$ cat config.mk
export PLATFORM = sky130hd
export DESIGN_NAME = cga_vram_arbiter
export DESIGN_NICKNAME = d
export VERILOG_FILES = /design/src/rtl/cga_vram_arbiter.sv
export SDC_FILE = /design/constraint.sdc
export NUM_CORES = 1
export LEC_CHECK = 0
export BUFFER_PORTS_ARGS = -buffer_cell sky130_fd_sc_hd__buf_2
export CORE_ASPECT_RATIO = 0.7
export CORE_MARGIN = 3
export CORE_UTILIZATION = 45
export DETAILED_ROUTE_END_ITERATION = 7
export PLACE_DENSITY = 0.68
export SYNTH_ARGS = -nofsm -noshare
export SYNTH_HDL_FRONTEND = slang
export SYNTH_SLANG_ARGS = --single-unit
$ cat constraint.sdc
create_clock -name clk_i -period 4.6 [get_ports clk_i]
set_input_delay 0.92 -clock clk_i [delete_from_list [all_inputs] [get_ports clk_i]]
set_output_delay 0.92 -clock clk_i [all_outputs]
set_load 0.02 [all_outputs]
$ cat src/rtl/cga_vram_arbiter.sv
// cga_vram_arbiter: shares the VRAM port between display fetches and CPU ops run as
// SETUP/STROBE/HOLD cycles, with a posted-write FIFO and a single pending read.
module cga_vram_arbiter #(
   parameter int AW         = 14,
   parameter int DW         = 8,
   parameter int WBUF_DEPTH = 2
) (
   input  logic          clk_i,
   input  logic          reset_n_i,
   input  logic          isa_op_enable_i,
   input  logic          vram_read_i,
   input  logic [AW-1:0] disp_addr_i,
   input  logic          cpu_req_i,
   input  logic          cpu_we_i,
   input  logic [AW-1:0] cpu_addr_i,
   input  logic [DW-1:0] cpu_wdata_i,
   output logic          cpu_ack_o,
   output logic [DW-1:0] cpu_rdata_o,
   output logic [AW-1:0] ram_addr_o,
   output logic [DW-1:0] ram_wdata_o,
   output logic          ram_we_o,
   output logic          ram_oe_o,
   input  logic [DW-1:0] ram_rdata_i,
   output logic          wbuf_empty_o,
   output logic          collision_o
);
   localparam int PW = WBUF_DEPTH > 1 ? $clog2(WBUF_DEPTH) : 1;
   typedef enum logic [1:0] {IDLE, SETUP, STROBE, HOLD} state_t;
   state_t        state_q;
   logic [AW-1:0] fa_q [WBUF_DEPTH];
   logic [DW-1:0] fd_q [WBUF_DEPTH];
   logic [PW-1:0] wp_q, wp_d, rp_q, rp_d;
   logic [PW:0]   cnt_q, cnt_d;
   logic          rd_pend_q, op_we_q, ack_q, coll_q;
   logic [AW-1:0] rd_addr_q, op_addr_q;
   logic [DW-1:0] op_data_q, rdata_q;
   logic          full, push, rd_acc, start, pop;
   // a request is ignored during its own ack cycle so a held req is not taken twice
   assign full   = cnt_q == (PW+1)'(WBUF_DEPTH);
   assign push   = cpu_req_i & cpu_we_i & !full & !ack_q;
   assign rd_acc = cpu_req_i & !cpu_we_i & !rd_pend_q & !ack_q;
   assign start  = state_q == IDLE & isa_op_enable_i & (cnt_q != '0 | rd_pend_q);
   assign pop    = start & cnt_q != '0;
   assign wp_d   = push ? (wp_q == PW'(WBUF_DEPTH-1) ? '0 : wp_q + 1'b1) : wp_q;
   assign rp_d   = pop ? (rp_q == PW'(WBUF_DEPTH-1) ? '0 : rp_q + 1'b1) : rp_q;
   assign cnt_d  = cnt_q + (PW+1)'(push) - (PW+1)'(pop);
   always_ff @(posedge clk_i)
      if (push) begin
         fa_q[wp_q] <= cpu_addr_i;
         fd_q[wp_q] <= cpu_wdata_i;
      end
   always_ff @(posedge clk_i or negedge reset_n_i)
      if (!reset_n_i) begin
         state_q   <= IDLE;
         wp_q      <= '0;
         rp_q      <= '0;
         cnt_q     <= '0;
         rd_pend_q <= 1'b0;
         rd_addr_q <= '0;
         op_we_q   <= 1'b0;
         op_addr_q <= '0;
         op_data_q <= '0;
         ack_q     <= 1'b0;
         rdata_q   <= '0;
         coll_q    <= 1'b0;
      end else begin
         ack_q  <= push | (state_q == STROBE & !op_we_q);
         coll_q <= coll_q | (state_q != IDLE & vram_read_i);
         wp_q   <= wp_d;
         rp_q   <= rp_d;
         cnt_q  <= cnt_d;
         if (rd_acc) begin
            rd_pend_q <= 1'b1;
            rd_addr_q <= cpu_addr_i;
         end
         case (state_q)
            IDLE: if (start) begin
               state_q   <= SETUP;
               op_we_q   <= pop;
               op_addr_q <= pop ? fa_q[rp_q] : rd_addr_q;
               op_data_q <= fd_q[rp_q];
            end
            SETUP: state_q <= STROBE;
            STROBE: begin
               state_q <= HOLD;
               if (!op_we_q) rdata_q <= ram_rdata_i;
            end
            default: begin
               state_q <= IDLE;
               if (!op_we_q) rd_pend_q <= 1'b0;
            end
         endcase
      end
   assign ram_addr_o   = state_q == IDLE ? disp_addr_i : op_addr_q;
   assign ram_oe_o     = state_q == IDLE ? vram_read_i : (state_q == STROBE & !op_we_q);
   assign ram_we_o     = state_q == STROBE & op_we_q;
   assign ram_wdata_o  = op_data_q;
   assign cpu_ack_o    = ack_q;
   assign cpu_rdata_o  = rdata_q;
   assign wbuf_empty_o = cnt_q == '0;
   assign collision_o  = coll_q;
endmodule
==> impl_metrics.ini <==
[outcome]
status = finished, final reports clean

[yosys]
mappedNetlistNets = 310
synth-edff-count = 44
ys_warn_count = 0
ys_ff_latch = 98
synth_ff_type = dfrtp_1
synth-async-reset-ratio = 0.551
ys_types = 28
syn-cell-area_um2 = 3940
synthCells = 255
syn_avg_cell_area_um2 = 15.4
yosysSeqAreaShare = 0.679

[die]
chipHeight_um = 84.3
rows = 27
ioPinCount = 85
initial_core_util = 0.482
die-area_um2 = 9930
fp.coreArea_um2 = 8180
die_x_um = 118

[sta]
skew_ps = 6.23
post-route-period-util = 0.706
rsz0062_at_grt = false
period_minus_slack_ps = 3250
setup_violations = 0
slew_viol_final = 0
worstMarginPinSlew_ps = 1090
relSlewSlack = 0.270
fmax_mhz = 308
fin_tns_setup_ps = 0
final_hold_viol_count = 0

[clock_tree]
cts.repair.resized = 0
clkTransAtPathRegs_ps = 60
postCtsSetupBuffers = 0
postCtsHoldBufs = 0
cts_root_buf = clkbuf_16
cts.path.max_buffers = 2
clk_latency_ps = 340
cts_buffers = 9
cts_tree = done
cts_htree_levels = 3
cts_num_sinks = 98

[global_route]
met2_usage = 0.243
grt_pass1_wl_um = 12700
grt_pass1_vias = 2348
grt_start_max_net_pins = 55
antenna_found_initial = 0
met1_usage = 0.230
grt_overflow_total = 0
track_usage = 0.164
use_met3 = 0.0579
top_usage_layer = met2

[worst_setup_path]
arrival_ps = 2330
max_stage_delay_ps = 890
cp-start-kind = register
cp_slowest_cell = ha_1
crit_type = register to primary output
path_cells = inv_1 > ha_1 > mux2_2 > buf_2
worst-path-max-fanout = 22
worstPathRequired_ps = 3680
crit_path_end_kind = primary output

[power]
p_per_area_nw_per_um2 = 693
netSwitchingFraction = 0.334
p_comb_frac = 0.348
clockPowerShare = 0.234
leakagePower_nw = 2.10
worst_ir_drop_vdd_mv = 0.378
finalPower_w = 0.00333
switchingPower_w = 0.00111
seq_power_share = 0.418
p_int_w = 0.00222

[cells_and_area]
layout-drive-gt1-share = 0.417
nNetsFinal = 398
final_common_cell = buf_2
layout_common_cells = buf_2, dfrtp_1, edfxtp_1, mux2_2, mux2i_1
area_growth_pct = 22.0
layout.cells.non_filler = 464
num_antenna_cells = 0

[detailed_routing]
drtAntennaViolNets = 0
firstDrtPassIters = 4
via_per_inst = 5.06
drc = 0
via_count = 2346
wl_per_cell_um = 16.6
wl_um = 7710
drt_iter0_drc = 115

[hold_path]
hold_path_class = register to register

[place]
gp_congestion = 0.780
portBuffers = 84
place_hpwl_um = 5150
dp.cells = 448

[run]
cap_violations = 0
## critical path, delay by kind of cell (launching register included)
family	cells	cell delay [ps]
adders and majority gates	1	890
buffers and inverters	2	270
DFF	1	380
muxes	1	440
## synth_stat cells, types with 2 or more instances
master    count  share of area
dfrtp_1      54           0.34
edfxtp_1     44           0.34
mux2_2       36           0.10
mux2i_1      22          0.056
nor2_1       19          0.018
a221o_1      14          0.036
nand2_1      13          0.012
buf_2        10          0.013
o21ai_0      10          0.013
inv_1         7         0.0067
ha_1          5          0.016
xnor2_1       4         0.0089
buf_6         2         0.0057
## through the flow
step | area (µm²) | setup slack (ps) | hold slack (ps) | util
finish | 4800 | 1350 | 480 | 0.588
global route | 4800 | 1210 | 507 | 0.588
CTS | 4800 | 1330 | 484 | 0.588
detailed placement | 4490 | 1640 | 470 | 0.549
global placement | 4490 | 1710 | 436 | 0.549
floorplan | 3940 | 2090 | 468 | -
## power by group through the flow
stage / registers (W) / clock network, W / logic [W]
floorplan: 0.00143 / 0 / 0.000793
global placement: 0.00139 / 0 / 0.00115
detailed placement: 0.00141 / 0 / 0.00117
CTS: 0.00139 / 0.000799 / 0.00118
global route: 0.00143 / 0.000837 / 0.00127
finish: 0.00139 / 0.000781 / 0.00116
## state kept, by name (all words and copies together) (netlist names)
name / cells
fa_q: 28
fd_q: 16
op_addr_q: 14
rd_addr_q: 14
cpu_rdata_o: 8
ram_wdata_o: 8
cnt_q: 2
state_q: 2
collision_o: 1
cpu_ack_o: 1
op_we_q: 1
rd_pend_q: 1
rp_q: 1
wp_q: 1
## worst paths after layout
path                                 from             end  slack, ps  cells after the start
min                        ram_wdata_o[6]  ram_wdata_o[6]        480                      2
min in group asynchronous       reset_n_i  ram_wdata_o[6]        700                      2
max                            state_q[0]  ram_addr_o[12]       1350                      4
max in group asynchronous       reset_n_i  cpu_rdata_o[4]       3410                      2
max reg2reg                    state_q[0]        cnt_q[1]       1650                      9
min reg2reg                ram_wdata_o[6]  ram_wdata_o[6]        480                      2
## area by class of cell
| type | instances | area (µm²) |
|---|---|---|
| inverters | 7 | 26.3 |
| repair buffers | 90 | 465 |
| clock inverters | 3 | 65.1 |
| well taps | 116 | 145 |
| fillers | 668 | 3370 |
| flip-flops and latches | 98 | 2670 |
| multi-input cells | 137 | 1180 |
| clock buffers | 13 | 250 |
## metal layers
| layer | share of wire | vias to the layer above |
|---|---|---|
| li1 | - | 1111 |
| met1 | 0.48 | 1139 |
| met2 | 0.44 | 88 |
| met3 | 0.073 | 8 |
| met4 | 0.013 | 0 |
| met5 | 0 | - |
## logic make-up (layout without fill, tap and decap cells)
kind of cell / after synthesis / after routing / share of synthesized area
AO/OA/AOI/OAI: 31 / 31 / 0.0645
buffers and inverters: 20 / 113 / 0.0260
flip-flops: 98 / 98 / 0.679
adder cells (fa/ha/maj): 5 / 5 / 0.0159
multiplexers: 58 / 58 / 0.159
AND/OR/NAND/NOR: 39 / 39 / 0.0473
XOR/XNOR: 4 / 4 / 0.00889
Note: power is estimated with default switching activity, not from simulation.
